==> config.mk <==
export PLATFORM = sky130hd
export DESIGN_NAME = msrv32_trap_controller
export DESIGN_NICKNAME = d
export VERILOG_FILES = /design/src/rtl/msrv32_pkg.sv /design/src/rtl/msrv32_trap_cause_encoder.sv /design/src/rtl/msrv32_trap_controller.sv
export SDC_FILE = /design/constraint.sdc
export NUM_CORES = 1
export LEC_CHECK = 0
export BUFFER_PORTS_ARGS = -buffer_cell sky130_fd_sc_hd__buf_4
export CORE_MARGIN = 1.5
export CORE_UTILIZATION = 37
export DETAILED_ROUTE_END_ITERATION = 10
export PLACE_DENSITY = 0.83
export SLEW_MARGIN = 0
export SYNTH_ARGS = -nofsm -noshare
export SYNTH_HDL_FRONTEND = slang
export SYNTH_HIERARCHICAL = 1
export SYNTH_SLANG_ARGS = --single-unit
==> constraint.sdc <==
create_clock -name clk_in -period 2.59 [get_ports clk_in]
set_clock_uncertainty 0.1 [all_clocks]
set_input_delay 0.259 -clock clk_in [delete_from_list [all_inputs] [get_ports clk_in]]
set_output_delay 0.259 -clock clk_in [all_outputs]
set_load 0.05 [all_outputs]
==> src/rtl/msrv32_pkg.sv <==
// Shared definitions for the msrv32 trap controller: FSM states, PC-select codes,
// mcause codes and the system-instruction fields used to spot ecall/ebreak/mret.
package msrv32_pkg;

  typedef enum logic [1:0] {
    ST_RESET       = 2'b00,
    ST_OPERATING   = 2'b01,
    ST_TRAP_TAKEN  = 2'b10,
    ST_TRAP_RETURN = 2'b11
  } state_t;

  localparam logic [1:0] PC_SRC_BOOT        = 2'b00;
  localparam logic [1:0] PC_SRC_NEXT        = 2'b01;
  localparam logic [1:0] PC_SRC_EPC         = 2'b10;
  localparam logic [1:0] PC_SRC_TRAP_VECTOR = 2'b11;

  localparam logic [3:0] CAUSE_INSTR_MISALIGNED = 4'd0;
  localparam logic [3:0] CAUSE_ILLEGAL_INSTR    = 4'd2;
  localparam logic [3:0] CAUSE_BREAKPOINT       = 4'd3;
  localparam logic [3:0] CAUSE_LOAD_MISALIGNED  = 4'd4;
  localparam logic [3:0] CAUSE_STORE_MISALIGNED = 4'd6;
  localparam logic [3:0] CAUSE_ECALL_M          = 4'd11;
  localparam logic [3:0] CAUSE_M_SW_INT         = 4'd3;
  localparam logic [3:0] CAUSE_M_TIMER_INT      = 4'd7;
  localparam logic [3:0] CAUSE_M_EXT_INT        = 4'd11;

  localparam logic [4:0] OPCODE_SYSTEM = 5'b11100;
  localparam logic [6:0] FUNCT7_MRET   = 7'b0011000;
  localparam logic [4:0] RS2_MRET      = 5'b00010;
  localparam logic [4:0] RS2_EBREAK    = 5'b00001;

endpackage

==> src/rtl/msrv32_trap_cause_encoder.sv <==
// Combinational priority encoder: picks the highest-priority exception, then mret,
// then the highest-priority enabled interrupt, and reports the resulting trap code.
module msrv32_trap_cause_encoder
  import msrv32_pkg::*;
#(
  parameter int CAUSE_W = 4
) (
  input  logic               illegal_instr,
  input  logic               misaligned_instr,
  input  logic               misaligned_load,
  input  logic               misaligned_store,
  input  logic [4:0]         opcode_6_to_2,
  input  logic [2:0]         funct3,
  input  logic [6:0]         funct7,
  input  logic [4:0]         rs1_addr,
  input  logic [4:0]         rs2_addr,
  input  logic [4:0]         rd_addr,
  input  logic               mie,
  input  logic               meie,
  input  logic               mtie,
  input  logic               msie,
  input  logic               meip,
  input  logic               mtip,
  input  logic               msip,
  output logic               take,
  output logic               ret,
  output logic               i_or_e,
  output logic [CAUSE_W-1:0] cause,
  output logic               misaligned
);

  logic is_system;
  logic is_ecall;
  logic is_ebreak;
  logic is_mret;

  assign is_system = (opcode_6_to_2 == OPCODE_SYSTEM) && (funct3 == 3'b000) &&
                     (rs1_addr == 5'd0) && (rd_addr == 5'd0);
  assign is_ecall  = is_system && (funct7 == 7'd0) && (rs2_addr == 5'd0);
  assign is_ebreak = is_system && (funct7 == 7'd0) && (rs2_addr == RS2_EBREAK);
  assign is_mret   = is_system && (funct7 == FUNCT7_MRET) && (rs2_addr == RS2_MRET);

  // Exceptions outrank mret, and mret outranks any pending interrupt.
  always_comb begin
    take       = 1'b1;
    ret        = 1'b0;
    i_or_e     = 1'b0;
    misaligned = 1'b0;
    cause      = '0;
    if (misaligned_instr) begin
      cause      = CAUSE_W'(CAUSE_INSTR_MISALIGNED);
      misaligned = 1'b1;
    end else if (illegal_instr) begin
      cause = CAUSE_W'(CAUSE_ILLEGAL_INSTR);
    end else if (is_ebreak) begin
      cause = CAUSE_W'(CAUSE_BREAKPOINT);
    end else if (is_ecall) begin
      cause = CAUSE_W'(CAUSE_ECALL_M);
    end else if (misaligned_load) begin
      cause      = CAUSE_W'(CAUSE_LOAD_MISALIGNED);
      misaligned = 1'b1;
    end else if (misaligned_store) begin
      cause      = CAUSE_W'(CAUSE_STORE_MISALIGNED);
      misaligned = 1'b1;
    end else if (is_mret) begin
      take = 1'b0;
      ret  = 1'b1;
    end else if (mie && meie && meip) begin
      i_or_e = 1'b1;
      cause  = CAUSE_W'(CAUSE_M_EXT_INT);
    end else if (mie && msie && msip) begin
      i_or_e = 1'b1;
      cause  = CAUSE_W'(CAUSE_M_SW_INT);
    end else if (mie && mtie && mtip) begin
      i_or_e = 1'b1;
      cause  = CAUSE_W'(CAUSE_M_TIMER_INT);
    end else begin
      take = 1'b0;
    end
  end

endmodule

==> src/rtl/msrv32_trap_controller.sv <==
// Machine-mode trap sequencer: decides one cycle ahead whether the core continues,
// enters a trap or returns via mret, and drives PC-select, flush and CSR strobes.
module msrv32_trap_controller
  import msrv32_pkg::*;
#(
  parameter int CAUSE_W = 4
) (
  input  logic               clk_in,
  input  logic               rst_n_in,
  input  logic               illegal_instr_in,
  input  logic               misaligned_instr_in,
  input  logic               misaligned_load_in,
  input  logic               misaligned_store_in,
  input  logic [4:0]         opcode_6_to_2_in,
  input  logic [2:0]         funct3_in,
  input  logic [6:0]         funct7_in,
  input  logic [4:0]         rs1_addr_in,
  input  logic [4:0]         rs2_addr_in,
  input  logic [4:0]         rd_addr_in,
  input  logic               mie_in,
  input  logic               meie_in,
  input  logic               mtie_in,
  input  logic               msie_in,
  input  logic               meip_in,
  input  logic               mtip_in,
  input  logic               msip_in,
  output logic [1:0]         pc_src_out,
  output logic               flush_out,
  output logic               trap_taken_out,
  output logic               i_or_e_out,
  output logic [CAUSE_W-1:0] cause_out,
  output logic               set_cause_out,
  output logic               set_epc_out,
  output logic               mie_clear_out,
  output logic               mie_set_out,
  output logic               instret_inc_out,
  output logic               misaligned_exception_out
);

  state_t             state;
  logic               take;
  logic               ret;
  logic               next_i_or_e;
  logic [CAUSE_W-1:0] next_cause;
  logic               next_misaligned;
  logic               i_or_e_q;
  logic [CAUSE_W-1:0] cause_q;
  logic               misaligned_q;

  msrv32_trap_cause_encoder #(.CAUSE_W(CAUSE_W)) u_encoder (
    .illegal_instr    (illegal_instr_in),
    .misaligned_instr (misaligned_instr_in),
    .misaligned_load  (misaligned_load_in),
    .misaligned_store (misaligned_store_in),
    .opcode_6_to_2    (opcode_6_to_2_in),
    .funct3           (funct3_in),
    .funct7           (funct7_in),
    .rs1_addr         (rs1_addr_in),
    .rs2_addr         (rs2_addr_in),
    .rd_addr          (rd_addr_in),
    .mie              (mie_in),
    .meie             (meie_in),
    .mtie             (mtie_in),
    .msie             (msie_in),
    .meip             (meip_in),
    .mtip             (mtip_in),
    .msip             (msip_in),
    .take             (take),
    .ret              (ret),
    .i_or_e           (next_i_or_e),
    .cause            (next_cause),
    .misaligned       (next_misaligned)
  );

  // Trap inputs only matter in OPERATING; the other states carry a flushed instruction.
  always_ff @(posedge clk_in or negedge rst_n_in) begin
    if (!rst_n_in) begin
      state        <= ST_RESET;
      i_or_e_q     <= 1'b0;
      cause_q      <= '0;
      misaligned_q <= 1'b0;
    end else begin
      case (state)
        ST_RESET: state <= ST_OPERATING;
        ST_OPERATING: begin
          if (take) begin
            state        <= ST_TRAP_TAKEN;
            i_or_e_q     <= next_i_or_e;
            cause_q      <= next_cause;
            misaligned_q <= next_misaligned;
          end else if (ret) begin
            state <= ST_TRAP_RETURN;
          end
        end
        ST_TRAP_TAKEN:  state <= ST_OPERATING;
        ST_TRAP_RETURN: state <= ST_OPERATING;
        default:        state <= ST_RESET;
      endcase
    end
  end

  always_comb begin
    pc_src_out      = PC_SRC_BOOT;
    flush_out       = 1'b0;
    trap_taken_out  = 1'b0;
    set_cause_out   = 1'b0;
    set_epc_out     = 1'b0;
    mie_clear_out   = 1'b0;
    mie_set_out     = 1'b0;
    instret_inc_out = 1'b0;
    case (state)
      ST_RESET: begin
        pc_src_out = PC_SRC_BOOT;
        flush_out  = 1'b1;
      end
      ST_OPERATING: begin
        pc_src_out      = PC_SRC_NEXT;
        instret_inc_out = !(take || ret);
      end
      ST_TRAP_TAKEN: begin
        pc_src_out     = PC_SRC_TRAP_VECTOR;
        flush_out      = 1'b1;
        trap_taken_out = 1'b1;
        set_cause_out  = 1'b1;
        set_epc_out    = 1'b1;
        mie_clear_out  = 1'b1;
      end
      ST_TRAP_RETURN: begin
        pc_src_out  = PC_SRC_EPC;
        flush_out   = 1'b1;
        mie_set_out = 1'b1;
      end
      default: begin
        pc_src_out = PC_SRC_BOOT;
        flush_out  = 1'b1;
      end
    endcase
  end

  assign i_or_e_out               = i_or_e_q;
  assign cause_out                = cause_q;
  assign misaligned_exception_out = misaligned_q;

endmodule

# ---- Word-level counts from Yosys, hierarchy flattened
# Cells that the tools add are included.
dict set report totals {
  mem_bits_rw 0
  rom_bits 0
  output_inout_bits 15
  wordCells 83
  register_bits 8
  inputBits 43
  memories 0
  latch_bits 0
}
dict set report op_classes {
  n_lt_le_gt_ge 0
  addsub 0
  n_shift 0
  div 0
  n_reduce_logical 24
  n_mul 0
  n_eq_ne 8
  bitwise 0
  mux 47
}
# cell count
set ops {}
lappend ops {{$mux 4} 9}
lappend ops {{$mux 1} 33}
lappend ops {{$logic_not 5->1} 3}
lappend ops {{$logic_and 1x1->1} 14}
lappend ops {{$pmux 2 s4} 1}
lappend ops {{$eq 7x5->1 const B} 1}
lappend ops {{$logic_not 7->1} 1}
lappend ops {{$eq 5x1->1 const B} 1}
lappend ops {{$eq 5x2->1 const B} 1}
lappend ops {{$eq 5x5->1 const B} 1}
lappend ops {{$eq 2x2->1 const B} 2}
lappend ops {{$mux 2} 2}
lappend ops {{$pmux 2 s2} 1}
lappend ops {{$logic_not 3->1} 1}
lappend ops {{$mux 3} 1}
lappend ops {{$ne 3x3->1 const B} 1}
lappend ops {{$reduce_or 3->1} 1}
lappend ops {{$eq 2x1->1 const B} 1}
lappend ops {{$logic_not 2->1} 1}
lappend ops {{$reduce_and 2->1} 1}
lappend ops {{$logic_not 1->1} 1}
lappend ops {{$logic_or 1x1->1} 1}

# ---- Depth between registers and ports, before layout
# Gate-level depths: netlist of run 1.
dict set report depth {
  ltp_word 16
  depth_mapped 8
  ltp_nobuf 7
}

# ---- By module
# The synthesis of run 1 kept the hierarchy.
# mod seq_area_each_um2 cells_per_inst area_each_um2 n_inst
set by_module_without_submodules {}
lappend by_module_without_submodules {msrv32_trap_controller 200.2 32 440.4 1}
lappend by_module_without_submodules {msrv32_trap_cause_encoder 0.0 40 230.2 1}

# ---- Least setup slack after synthesis of run 1
# OpenSTA, ideal clock, no wires.
dict set report synth_timing {
  kind {input-to-output}
  startpoint {input port opcode_6_to_2_in[1]}
  endpoint {output port instret_inc_out}
  required_time_ps 2231
  setup_slack_ps -559
  t_arrival_ps 2790
  cell_stages 6
  path_cell_list {nor4b_1 nand4_1 or4_1 o21ai_1 nand2b_1 nor3b_1}
}
dict set report synth_between {
  elab_chain_len 16
  word_cells_on_any_way 26
  classes_between {eq/ne (1); mux (15); reduce/logical (10)}
}
# item line_no
set synth_lines {}
lappend synth_lines {{start: declaration} msrv32_trap_controller.sv:14} ;# input logic [4:0] opcode_6_to_2_in,
lappend synth_lines {{$eq 5x5->1 *} msrv32_trap_cause_encoder.sv:37} ;# assign is_system = (opcode_6_to_2 == OPCODE_SYSTEM) && (funct3 == 3'b000) &&
lappend synth_lines {{$logic_and 1x1->1 * (2 in a row)} msrv32_trap_cause_encoder.sv:37}
lappend synth_lines {{$logic_and 1x1->1 *} msrv32_trap_cause_encoder.sv:38} ;# (rs1_addr == 5'd0) && (rd_addr == 5'd0);
lappend synth_lines {{$logic_and 1x1->1 (2 in a row)} msrv32_trap_cause_encoder.sv:41} ;# assign is_mret = is_system && (funct7 == FUNCT7_MRET) && (rs2_addr == RS2_MRET);
lappend synth_lines {{$mux 1} msrv32_trap_cause_encoder.sv:65} ;# end else if (is_mret) begin
lappend synth_lines {{$mux 1} msrv32_trap_cause_encoder.sv:62} ;# end else if (misaligned_store) begin
lappend synth_lines {{$mux 1} msrv32_trap_cause_encoder.sv:59} ;# end else if (misaligned_load) begin
lappend synth_lines {{$mux 1} msrv32_trap_cause_encoder.sv:57} ;# end else if (is_ecall) begin
lappend synth_lines {{$mux 1 *} msrv32_trap_cause_encoder.sv:55} ;# end else if (is_ebreak) begin
lappend synth_lines {{$mux 1 *} msrv32_trap_cause_encoder.sv:53} ;# end else if (illegal_instr) begin
lappend synth_lines {{$mux 1 *} msrv32_trap_cause_encoder.sv:50} ;# if (misaligned_instr) begin
lappend synth_lines {{via take} msrv32_trap_controller.sv:41} ;# logic take;
lappend synth_lines {{$logic_or 1x1->1 *} msrv32_trap_controller.sv:118} ;# instret_inc_out = !(take || ret);
lappend synth_lines {{$logic_not 1->1 *} msrv32_trap_controller.sv:118}
lappend synth_lines {{$mux 1 *} msrv32_trap_controller.sv:111} ;# case (state)
lappend synth_lines {{end: declaration} msrv32_trap_controller.sv:36} ;# output logic instret_inc_out,
# Mark *: on every way through the listed nets, which the timed path passes. The rest lies on a longest branch.

# ---- Worst setup path in the final report of run 1
# Same ends and word-level chain as after synthesis.

==> reports/qor.yml, run 1 <==
outcome:
  status: "complete, no violations"
floorplan:
  start_util_pct: 39.3
  die_x_um: 45.6
  io_pins: 58
  core_sq_um: 1710
  rows: 15
  die_area_sq_um: 2080
  chipHeight_um: 45.6
route:
  wl_per_cell_um: 11.0
  postRouteAntennaNets: 0
  dr_total_vias: 768
  via_per_inst: 4.89
  drc: 0
  drt_iter0_markers: 8
  routed_wl_mm: 1.73
  dr.pass1.iters: 3
critical_path:
  worstSetupPathType: "primary input to output pin"
  endpoint_kind: "output pin"
  cp_max_fo: 5
  cp-start-kind: "primary input"
  required_ns: 2.23
  crit_arrival_ns: 2.09
sta:
  finalCriticalPeriod_ns: 2.45
  rsz0062_at_grt: "no"
  timing.fmax_ghz: 0.408
  tns_ns: 0
  finalSetupViolCount: 0
  slew_headroom_pct: 77.9
  finalCritPeriodShare_pct: 94.7
  tightestPinTransition_ns: 0.331
  fin_ws_ns: 0.137
  hold_viol: 0
  slew_violations: 0
layout:
  fin_cells: 157
  utilization_pct: 69.3
  final_area_sq_um: 1180
  antenna_cells: 0
  syn_to_final_growth_pct: 76.5
  nNetsFinal: 181
  drive_above_1_share_pct: 58.3
placed_design:
  placedCellCount: 153
  gp_congestion: 0.703
  io_buffers: 57
  dp_hpwl_mm: 1.56
  placed_cell_area_sq_um: 1140
  place_ws_ns: -0.0413
synth:
  ys_seq_elements: 8
  synth-main-ff-cell: "dfrtp_1"
  syn_inst: 72
  synthArstFlopShare_pct: 100
  ys_types: 30
  yosysTopAreaCell: "dfrtp_1"
  yosysSeqAreaShare_pct: 29.9
  syn_area_per_cell_sq_um: 9.31
  yosys_warnings: 6
  synth_edf_count: 0
  synth_top_area_share_pct: 29.9
  syn_area_sq_um: 671
  ys_top_cells_by_area: "dfrtp_1 (30%), mux2_4 (13%), ha_1 (7.5%), nor2_1 (3.9%), buf_4 (3.4%)"
  syn_nets: 119
clock_tree:
  cts_buffer_depth: 2
  cts_tree: "done"
  cts_root_buffer: "clkbuf_4"
  clk_latency_ns: 0.24
  clock_sinks: 8
  numCtsBuffers: 3
  clk_pin_slew_worst_paths_ns: 0.05
  h-tree-depth: 1
global_route:
  track_usage_pct: 19.2
  overflow: 0
  grt_pass1_vias: 766
  grt_max_degree: 9
  antenna_found_initial: 0
  grt_pass1_wl_mm: 2.90
pwr:
  peakVddDrop_v: 0.000140
  p_leak_nw: 0.591
  p_per_area_nw_per_um2: 302
min_path:
  hold_class: "primary input to flip-flop"
run:
  max_cap_violations: 0
==> placed cells by master (no fill, tap or decap), types with 2 or more instances in the layout <==
cell type,n
nor2_1,7
a21oi_1,2
or3_1,2
nor4b_1,2
or4_1,3
buf_4,60
ha_1,4
nand3_1,3
nand2_1,5
inv_1,4
nor4_2,2
dfrtp_1,8
o21ai_1,2
nand4_1,2
mux2_4,6
clkbuf_4,3
==> Yosys cell counts (all sizes together) (2+ instances only) <==
cell type and number:
a21oi 2, buf 4, dfrtp 8, ha 4, inv 4, mux2 7, nand2 6, nand3 3
nand4 2, nor2 7, nor3b 3, nor4 3, nor4b 2, o21ai 2, or3 2, or4 3
==> kinds of logic after synthesis <==
family	Yosys count	synth area share, %
and+or+nand+nor	37	33.4
AOI/OAI and AO/OA	8	7.84
buffers and inverters	8	6.34
DFF	8	29.9
muxes	7	15.1
adders and majority gates	4	7.46
==> where the power goes <==
group	internal (mW)	switching, mW	leakage [nW]
clock	0.0526	0.0358	0.0138
combinational	0.0697	0.0659	0.475
sequential	0.130	0.00362	0.102
total	0.252	0.105	0.591
==> final cells by class <==
class	count	area, sq um
Sequential cell	8	200
Timing Repair Buffer	61	460
Tap cell	25	31.3
Fill cell	142	524
Clock buffer	3	22.5
Inverter	4	15.0
Multi-Input combinational cell	56	454
==> per-layer routing <==
metal | global-route usage, % | routed length, um | up-vias
li1 | - | - | 383
met1 | 21.7 | 663 | 338
met2 | 33.8 | 916 | 45
met3 | 3.17 | 128 | 2
met4 | 10.6 | 19 | 0
met5 | 0 | 0 | -
==> registers in the layout, summed over array words and instances (netlist names) <==
signal,cells
cause_out,4
i_or_e_out,1
misaligned_exception_out,1
state,2
==> worst max-delay path: stages <==
cell	delay [ns]
buf_4	0.11
nor4b_1	0.31
nand4_1	0.13
or4_1	0.55
o21ai_1	0.15
nand2b_2	0.17
nor3b_4	0.20
buf_4	0.21
==> worst paths after layout <==
kind	start	endpoint	slack [ns]	depth (start not counted)
setup / recovery	opcode_6_to_2_in[1]	instret_inc_out	0.14	8
hold / removal	misaligned_instr_in	misaligned_exception_out$_DFFE_PN0P_	0.26	3
setup reg to reg	state[1]$_DFFE_PN0P_	state[1]$_DFFE_PN0P_	1.05	4
hold reg to reg	i_or_e_out$_DFFE_PN0P_	i_or_e_out$_DFFE_PN0P_	0.41	1
max in group asynchronous	rst_n_in	cause_out[1]$_DFFE_PN0P_	2.00	2
min in group asynchronous	rst_n_in	state[0]$_DFFE_PN0P_	0.27	2
==> through the flow <==
stage               power [mW]  hold slack (ns)
floorplan                0.199           -0.137
global placement         0.266          -0.0242
detailed placement       0.269          -0.0222
CTS                      0.362            0.254
global route             0.379            0.261
finish                   0.358            0.263
==> timing repair <==
item	in CTS	in global routing
resized for setup	0	3
endpoints found under the hold margin	8	0
hold buffers	1	0
endpoints found under the setup margin	0	1
setup buffers	0	0
No activity file was read; power rests on OpenSTA's default activity.
==> inputs of run 2 (changes only) <==
CORE_UTILIZATION = 40   (was 37)
PLACE_DENSITY = 0.89   (was 0.83)
clock period = 3.05 ns   (was 2.59 ns; I/O delays follow)
==> reports/qor.yml, run 2 (synthesized netlist as in run 1, its figures left out) <==
layout:
  nNetsFinal: 178  # was 181
  utilization_pct: 73.2  # was 69.3%
  fin_cells: 145  # was 157
  largest_register_ffs: 4  # unchanged
  multi_input_area_sq_um: 433  # was 454 sq um
  final_common_cell: "buf_4"  # unchanged
  fillCellCount: 113  # was 142
  most-common-layout-cells: "buf_4 (57), dfrtp_1 (8), nor2_1 (7), mux2_4 (6), nand2_1 (5)"  # was buf_4 (60), dfrtp_1 (8), nor2_1 (7), mux2_4 (6), nand2_1 (5)
  register_area_sq_um: 200  # unchanged
  antenna_cells: 0  # unchanged
  final_area_sq_um: 1130  # was 1180 sq um
  syn_to_final_growth_pct: 68.3  # was 76.5%
  drive_above_1_share_pct: 55.0  # was 58.3%
sta:
  fin_ws_ns: 0.272  # was 0.137 ns
  finalCritPeriodShare_pct: 91.1
  rsz0062_at_grt: "no"  # unchanged
  slew_violations: 0  # unchanged
  timing.fmax_ghz: 0.360
  finalSetupViolCount: 0  # unchanged
  timing.hold.ws_ns: 0.317  # was 0.263 ns
  hold_viol: 0  # unchanged
  tns_ns: 0  # unchanged
  slew_headroom_pct: 79.2  # was 77.9%
  tightestPinTransition_ns: 0.311  # was 0.331 ns
  finalCriticalPeriod_ns: 2.78
min_path:
  hold_class: "primary input to asynchronous set/reset pin"  # was primary input to flip-flop
pwr:
  peakVddDrop_v: 0.000121  # was 0.000140 V
  p_leak_nw: 0.576  # was 0.591 nW
  p_per_area_nw_per_um2: 263  # was 302 nW/um^2
  power_mw: 0.297  # was 0.358 mW
critical_path:
  endpoint_kind: "output pin"  # unchanged
  cp_max_fo: 5  # unchanged
  ff2ff_setup_slack_ns: 1.55  # was 1.05 ns
  rr_endpoint: "state[1]$_DFFE_PN0P_"  # unchanged
  reg2reg_depth: 4  # unchanged
  worstSetupPathType: "primary input to output pin"  # unchanged
  crit_arrival_ns: 2.37  # was 2.09 ns
  reg2reg_from: "state[1]$_DFFE_PN0P_"  # unchanged
  cp-start-kind: "primary input"  # unchanged
  required_ns: 2.64  # was 2.23 ns
floorplan:
  io_pins: 58  # unchanged
  rows: 14  # was 15
  die_x_um: 43.9  # was 45.6 um
  core_sq_um: 1540  # was 1710 sq um
  start_util_pct: 43.5  # was 39.3%
  chipHeight_um: 43.9  # was 45.6 um
  die_area_sq_um: 1930  # was 2080 sq um
route:
  routed_wl_mm: 1.61  # was 1.73 mm
  dr.pass1.iters: 4  # was 3
  drt_iter0_markers: 6  # was 8
  postRouteAntennaNets: 0  # unchanged
  dr_total_vias: 744  # was 768
  via_per_inst: 5.13  # was 4.89
  wl_per_cell_um: 11.1  # was 11.0 um
  drc: 0  # unchanged
clock_tree:
  cts_buffer_depth: 2  # unchanged
  cts_setup_buffers: 0  # unchanged
  hold_buffers: 1  # unchanged
  cts_tree: "done"  # unchanged
  cts_root_buffer: "clkbuf_4"  # unchanged
  clk_pin_slew_worst_paths_ns: 0.05  # about the same
  numCtsBuffers: 3  # unchanged
  h-tree-depth: 1  # unchanged
  clock_sinks: 8  # unchanged
  clk_latency_ns: 0.24  # about the same
  cts_resized: 0  # unchanged
global_route:
  grt_max_degree: 9  # unchanged
  track_usage_pct: 16.9  # was 19.2%
  antenna_found_initial: 0  # unchanged
  grt_pass1_wl_mm: 2.47  # was 2.90 mm
  overflow: 0  # unchanged
  grt_pass1_vias: 667  # was 766
outcome:
  status: "complete, no violations"  # unchanged
placed_design:
  io_buffers: 57  # unchanged
  gp_congestion: 0.743  # was 0.703
  dp_hpwl_mm: 1.46  # was 1.56 mm
  placedCellCount: 141  # was 153
  placed_cell_area_sq_um: 1100  # was 1140 sq um
  place_ws_ns: 0.262  # was -0.0413 ns
run:
  max_cap_violations: 0  # unchanged
-- run 2: critical path, stage by stage --
cell and delay, ns:
buf_4 0.11, nor4_1 0.31, nand4_1 0.16, or4_1 0.61, o21ai_1 0.21, nand2b_1 0.24, nor3b_2 0.22, buf_4 0.21
-- run 2: area by class of cell --
type / instances / area share (%)
clock buffers: 3 / 2.00
well taps: 16 / 1.77
inverters: 4 / 1.33
multi-input cells: 56 / 38.4
flip-flops and latches: 8 / 17.7
repair buffers: 58 / 38.8
-- run 2: worst max-delay path by stage --
| stage | start | end | cells past startpoint |
|---|---|---|---|
| 3_5_place_dp | rd_addr_in[3] | instret_inc_out | 8 |
| 2_1_floorplan | opcode_6_to_2_in[1] | instret_inc_out | 6 |
| 6_report | rd_addr_in[3] | instret_inc_out | 8 |
| 5_1_grt | rd_addr_in[3] | instret_inc_out | 8 |
| 4_1_cts | rd_addr_in[3] | instret_inc_out | 8 |
| 3_3_place_gp | opcode_6_to_2_in[1] | instret_inc_out | 8 |
-- run 2: report_power, final --
group / switching [mW] / internal [mW]
sequential: 0.00298 / 0.111
clock: 0.0272 / 0.0444
combinational: 0.0540 / 0.0573
total: 0.0842 / 0.212
-- run 2: layer usage --
metal	GRT usage [%]	vias to the layer above	part of all wire, %	wire length [um]
met2	31.8	41	55	878
li1	-	379	-	-
met1	19.2	324	37	595
met3	1.25	0	8.2	132
met4	7.27	0	0	0
met5	0	-	0	0
